--- src/rtl/imm_gen_pipe.sv ---
`timescale 1ns/1ps
// Immediate generator feeding a 2-entry FIFO of {imm, tag, err} entries.
// Latency: an entry pushed at edge N is presented on out_valid in the cycle after edge N.
// Backpressure: out_accept drops only when both slots are full; it comes from registered occupancy only.
module imm_gen_pipe #(
    parameter int XLEN        = 64,
    parameter int AUTO_DECODE = 0,
    parameter int TAG_W       = 5
) (
    input  logic             in_clk,
    input  logic             in_rst,
    input  logic             in_valid,
    input  logic [31:0]      in_data,
    input  logic [2:0]       in_inst_type,
    input  logic [TAG_W-1:0] in_tag,
    output logic             out_accept,
    input  logic             in_ready,
    output logic             out_valid,
    output logic [XLEN-1:0]  out_data,
    output logic [TAG_W-1:0] out_tag,
    output logic             out_err,
    output logic [15:0]      out_err_count
);

    localparam logic [2:0] FMT_I    = 3'd0;
    localparam logic [2:0] FMT_S    = 3'd1;
    localparam logic [2:0] FMT_B    = 3'd2;
    localparam logic [2:0] FMT_U    = 3'd3;
    localparam logic [2:0] FMT_J    = 3'd4;
    localparam logic [2:0] FMT_BAD  = 3'd5;
    localparam logic [2:0] FMT_NONE = 3'd7;

    logic [2:0]       fmt;
    logic [31:0]      imm32;
    logic [63:0]      imm64;
    logic [XLEN-1:0]  imm_new;
    logic             err_new;

    logic [XLEN-1:0]  imm_q [2];
    logic [TAG_W-1:0] tag_q [2];
    logic [1:0]       err_q;
    logic             wr_ptr_q, wr_ptr_d;
    logic             rd_ptr_q, rd_ptr_d;
    logic [1:0]       occ_q, occ_d;
    logic [15:0]      err_cnt_q, err_cnt_d;
    logic             push, pop;

    // Select the immediate format: explicit type input, or derived from the opcode field.
    always_comb begin
        fmt = in_inst_type;
        if (AUTO_DECODE != 0) begin
            case (in_data[6:0])
                7'b0000011, 7'b0010011, 7'b0011011,
                7'b1100111, 7'b1110011:             fmt = FMT_I;
                7'b0100011:                         fmt = FMT_S;
                7'b1100011:                         fmt = FMT_B;
                7'b0110111, 7'b0010111:             fmt = FMT_U;
                7'b1101111:                         fmt = FMT_J;
                7'b0110011, 7'b0111011:             fmt = FMT_NONE;
                default:                            fmt = FMT_BAD;
            endcase
        end
    end

    // Assemble the 32-bit sign-extended immediate; unknown formats yield zero with err set.
    always_comb begin
        imm32   = '0;
        err_new = 1'b0;
        case (fmt)
            FMT_I:    imm32 = {{20{in_data[31]}}, in_data[31:20]};
            FMT_S:    imm32 = {{20{in_data[31]}}, in_data[31:25], in_data[11:7]};
            FMT_B:    imm32 = {{19{in_data[31]}}, in_data[31], in_data[7],
                               in_data[30:25], in_data[11:8], 1'b0};
            FMT_U:    imm32 = {in_data[31:12], 12'b0};
            FMT_J:    imm32 = {{11{in_data[31]}}, in_data[31], in_data[19:12],
                               in_data[20], in_data[30:21], 1'b0};
            FMT_NONE: imm32 = '0;
            default:  err_new = 1'b1;
        endcase
    end

    // Every format already carries in_data[31] in bit 31, so widening just replicates it.
    assign imm64   = {{32{imm32[31]}}, imm32};
    assign imm_new = imm64[XLEN-1:0];

    assign out_accept = (occ_q != 2'd2);
    assign out_valid  = (occ_q != 2'd0);
    assign push       = in_valid & out_accept;
    assign pop        = out_valid & in_ready;

    assign out_data      = out_valid ? imm_q[rd_ptr_q] : '0;
    assign out_tag       = out_valid ? tag_q[rd_ptr_q] : '0;
    assign out_err       = out_valid ? err_q[rd_ptr_q] : 1'b0;
    assign out_err_count = err_cnt_q;

    // Next-state for pointers, occupancy and the saturating illegal-entry counter.
    always_comb begin
        wr_ptr_d  = wr_ptr_q;
        rd_ptr_d  = rd_ptr_q;
        occ_d     = occ_q;
        err_cnt_d = err_cnt_q;
        if (push) begin
            wr_ptr_d = ~wr_ptr_q;
        end
        if (pop) begin
            rd_ptr_d = ~rd_ptr_q;
        end
        if (push && !pop) begin
            occ_d = occ_q + 2'd1;
        end else if (pop && !push) begin
            occ_d = occ_q - 2'd1;
        end
        if (push && err_new && (err_cnt_q != 16'hFFFF)) begin
            err_cnt_d = err_cnt_q + 16'd1;
        end
    end

    // Control registers; reset wins over any push or pop at the same edge.
    always_ff @(posedge in_clk) begin
        if (in_rst) begin
            wr_ptr_q  <= 1'b0;
            rd_ptr_q  <= 1'b0;
            occ_q     <= 2'd0;
            err_cnt_q <= 16'd0;
        end else begin
            wr_ptr_q  <= wr_ptr_d;
            rd_ptr_q  <= rd_ptr_d;
            occ_q     <= occ_d;
            err_cnt_q <= err_cnt_d;
        end
    end

    // Payload slots need no reset: outputs are masked to zero while the FIFO is empty.
    always_ff @(posedge in_clk) begin
        if (push) begin
            imm_q[wr_ptr_q] <= imm_new;
            tag_q[wr_ptr_q] <= in_tag;
            err_q[wr_ptr_q] <= err_new;
        end
    end

endmodule

--- config.mk ---
export PLATFORM = sky130hd
export DESIGN_NAME = imm_gen_pipe
export DESIGN_NICKNAME = d
export VERILOG_FILES = /design/src/rtl/imm_gen_pipe.sv
export SDC_FILE = /design/constraint.sdc
export NUM_CORES = 1
export LEC_CHECK = 0
export CELL_PAD_IN_SITES_DETAIL_PLACEMENT = 0
export CELL_PAD_IN_SITES_GLOBAL_PLACEMENT = 1
export CORE_ASPECT_RATIO = 2
export CORE_MARGIN = 2
export CORE_UTILIZATION = 33
export DETAILED_ROUTE_END_ITERATION = 8
export PLACE_DENSITY_LB_ADDON = 0.05
export SLEW_MARGIN = 20
export SYNTH_ARGS = -nofsm -noshare
export SYNTH_HDL_FRONTEND = slang
export SYNTH_SLANG_ARGS = --single-unit
export TNS_END_PERCENT = 30
--- constraint.sdc ---
create_clock -name in_clk -period 3.35 [get_ports in_clk]
set_clock_uncertainty 0.1 [all_clocks]
set_input_delay 0.67 -clock in_clk [delete_from_list [all_inputs] [get_ports in_clk]]
set_output_delay 0.67 -clock in_clk [all_outputs]
set_load 0.01 [all_outputs]
==> flow_summary.ini <==
[sta]
slew_headroom_pct = 34.2
fmax_mhz = 323
final.min_clock_period_ps = 3100
fin_ws_ps = 255
fin_tns_setup_ps = 0
finalCritPeriodShare_pct = 92.4
hold_slack_ps = 437
hold_violations = 0
rsz0062_at_grt = false
finalSetupViolCount = 0
tightest_slew_ps = 986
final-max-slew-violation-count = 0

[die]
core_mm2 = 0.0135
initial_utilization_pct = 33.9
die_y_um = 171
die_w_um = 87.3
fp-row-count = 60
ios = 132
die_area_mm2 = 0.0149

[synthesis]
synth_xor_area_share_pct = 3.25
yosys.cell_types.count = 37
yosys.area_share.simple_pct = 13.6
synth_top_family_by_area = simple AND/OR/NAND/NOR gates
synth-edff-count = 76
mappedNetlistArea_mm2 = 0.00458
muxShareOfSynthArea_pct = 9.40
yosys_warnings = 0
async_flop_share_pct = 0
netlist_instances = 394
synth_seq_cells = 97
synth_compound_area_share_pct = 6.42
ys_seq_area_share_pct = 59.0
syn_area_per_cell_um2 = 11.6
synth_ff_type = edfxtp_1
syn_nets = 440
synthAdderAreaFrac_pct = 0.765

[detailed_routing]
wl_per_cell_um = 17.0
postRouteAntennaNets = 0
firstDrtPassIters = 4
drc = 0
drt_iter0_drc = 81
drt-total-wl_um = 11000
vias = 3251
viasPerCell = 5.02

[worst_setup_path]
r2r_slack_ps = 990
startpoint_type = register
crit_required_ps = 2580
crit_slowest_cell = nor2_2
r2r_start = out_err_count[0]$_SDFFE_PP0P_
worst-r2r-cell-count = 6
end_kind = primary output
critical-path-max-stage-delay_ps = 760
r2r_end = out_err_count[12]$_SDFFE_PP0P_
path_cells = nor2_4 -> nor2_2 -> clkdlybuf4s50_1
crit_fanout = 33
path_class = reg -> out
worstPathArrival_ps = 2330

[job]
drv_cap = 0

[worst_hold_path]
min_from = out_err_count[1]$_SDFFE_PP0P_
hold_depth = 2
hold_end = out_err_count[1]$_SDFFE_PP0P_
hold_class = reg -> reg

[global_routing]
track_usage_pct = 15.2
grt_pass1_wl_um = 17100
antenna_found_initial = 0
grt_pass1_vias = 3305
grt_start_max_net_pins = 39
overflow = 0

[placement]
hpwl_um = 7670
dp_slack_ps = 463
gp_congestion = 0.750
port_buffers = 124

[layout]
antenna_cells = 0
nNetsFinal = 533
area_growth_pct = 33.7
drive_gt1_share_pct = 6.71

[clock_network]
cts_tree = yes
post_cts_buffers = 0
cts-root-buf = clkbuf_16
clkSinkCount = 97
cts_buffers = 9
clock_path_buffers = 2
postCtsHoldBufs = 0
cts.htree.levels = 3
cts_resized = 0
clk_latency_ps = 340
clk_pin_slew_ps = 70

[power]
irDropWorstVdd_mv = 0.429
powerDensity_mw_per_mm2 = 713
power.switching_w = 0.00136
seqPwrFrac_pct = 35.8
p_leak_nw = 2.12
p_sw_share_pct = 31.3
internal-power_w = 0.00300
power.share.clock_pct = 23.9
p_comb_share_pct = 40.3

[status]
outcome = complete, no violations
state kept, by name, indices dropped and copies added (netlist names), named ones only:
signal	count
imm_q	64
wr_ptr_q	1
rd_ptr_q	1
err_q	2
out_err_count	16
occ_q	2
tag_q	10
cells in the mapped netlist, types with 3 or more instances:
cell	count	area (um2)
edfxtp_1	76	2280
nor2_1	65	244
mux2i_1	43	430
buf_4	32	240
dfxtp_1	21	420
nand2_1	19	71.3
clkbuf_1	17	63.8
o21ai_0	12	60.1
a21o_1	11	82.6
a31oi_1	9	56.3
xnor2_1	9	78.8
nor2b_1	8	50.1
xor2_1	8	70.1
inv_1	7	26.3
nand3_1	5	25.0
nor3_1	5	25.0
o32ai_1	5	43.8
a21oi_1	4	20.0
nand4_1	4	25.0
and2_1	3	18.8
and4_1	3	26.3
buf_1	3	11.3
nor4_1	3	18.8
or3_1	3	18.8
through the flow:
step,total power (W),area [um2],std cells,utilization [%]
after CTS,0.00445,6120,647,45.3
after global routing,0.00461,6120,647,45.3
after floorplan,0.00261,4580,394,-
final,0.00436,6120,647,45.3
after global placement,0.00338,5820,631,43.0
after detailed placement,0.00340,5820,631,43.0
power by group through the flow:
stage               Clock, W  Sequential (W)  Combinational [W]
floorplan                  0         0.00158            0.00103
global placement           0         0.00159            0.00180
detailed placement         0         0.00159            0.00180
CTS                  0.00107         0.00157            0.00181
global route         0.00111         0.00158            0.00191
finish               0.00104         0.00156            0.00176
cell type report:
type / count / area [um2]
Clock buffer: 10 / 229
Clock inverter: 6 / 73.8
Fill cell: 1276 / 7390
Inverter: 7 / 26.3
Multi-Input combinational cell: 238 / 1550
Sequential cell: 97 / 2700
Tap cell: 155 / 194
Timing Repair Buffer: 134 / 1340
layer usage:
metal / track usage (%) / vias to the layer above / wire, um
li1: - / 1559 / -
met1: 14.7 / 1580 / 3970
met2: 30.3 / 103 / 6340
met3: 3.18 / 9 / 557
met4: 5.02 / 0 / 153
met5: 0 / - / 0
cells by family (layout without fill, tap and decap cells):
group | after synthesis | after routing
flops | 97 | 97
buf+inv | 59 | 157
compound gates | 45 | 45
simple gates | 130 | 130
fa+ha+maj | 3 | 3
mux | 43 | 43
xor+xnor | 17 | 17
critical path: cells and delay by family (launching register included):
kind / cells / cell delay (ps)
flip-flops: 1 / 430
AND/OR/NAND/NOR: 2 / 840
buffers and inverters: 1 / 700
how the worst max path moves through the flow:
stage          cells past startpoint  slack (ps)             startpoint                     end
2_1_floorplan                      5         260               register            out_data[32]
3_3_place_gp                       4         480        in_inst_type[1]  imm_q[0][30]$_DFFE_PP_
3_5_place_dp                       4         460        in_inst_type[2]  imm_q[1][30]$_DFFE_PP_
4_1_cts                            3         170  occ_q[0]$_SDFFE_PP0P_            out_data[49]
5_1_grt                            3          40  occ_q[0]$_SDFFE_PP0P_            out_data[49]
6_report                           3         250  occ_q[0]$_SDFFE_PP0P_            out_data[49]
cell usage in the layout, fill, tap and decap left out, types with 4 or more instances in the layout:
cell type	synthesis	routed
nand4_1	4	4
a31oi_1	9	9
o32ai_1	5	5
xor2_1	8	8
nand3_1	5	5
buf_4	32	8
a21oi_1	4	4
clkbuf_16	0	9
dfxtp_1	21	20
o21ai_0	12	12
inv_1	7	7
edfxtp_1	76	76
a21o_1	11	11
nor2_1	65	62
nor3_1	5	5
nor2b_1	8	8
xnor2_1	9	9
nand2_1	19	19
clkdlybuf4s50_1	0	124
mux2i_1	43	43
Note: power is estimated with default switching activity, not from simulation.
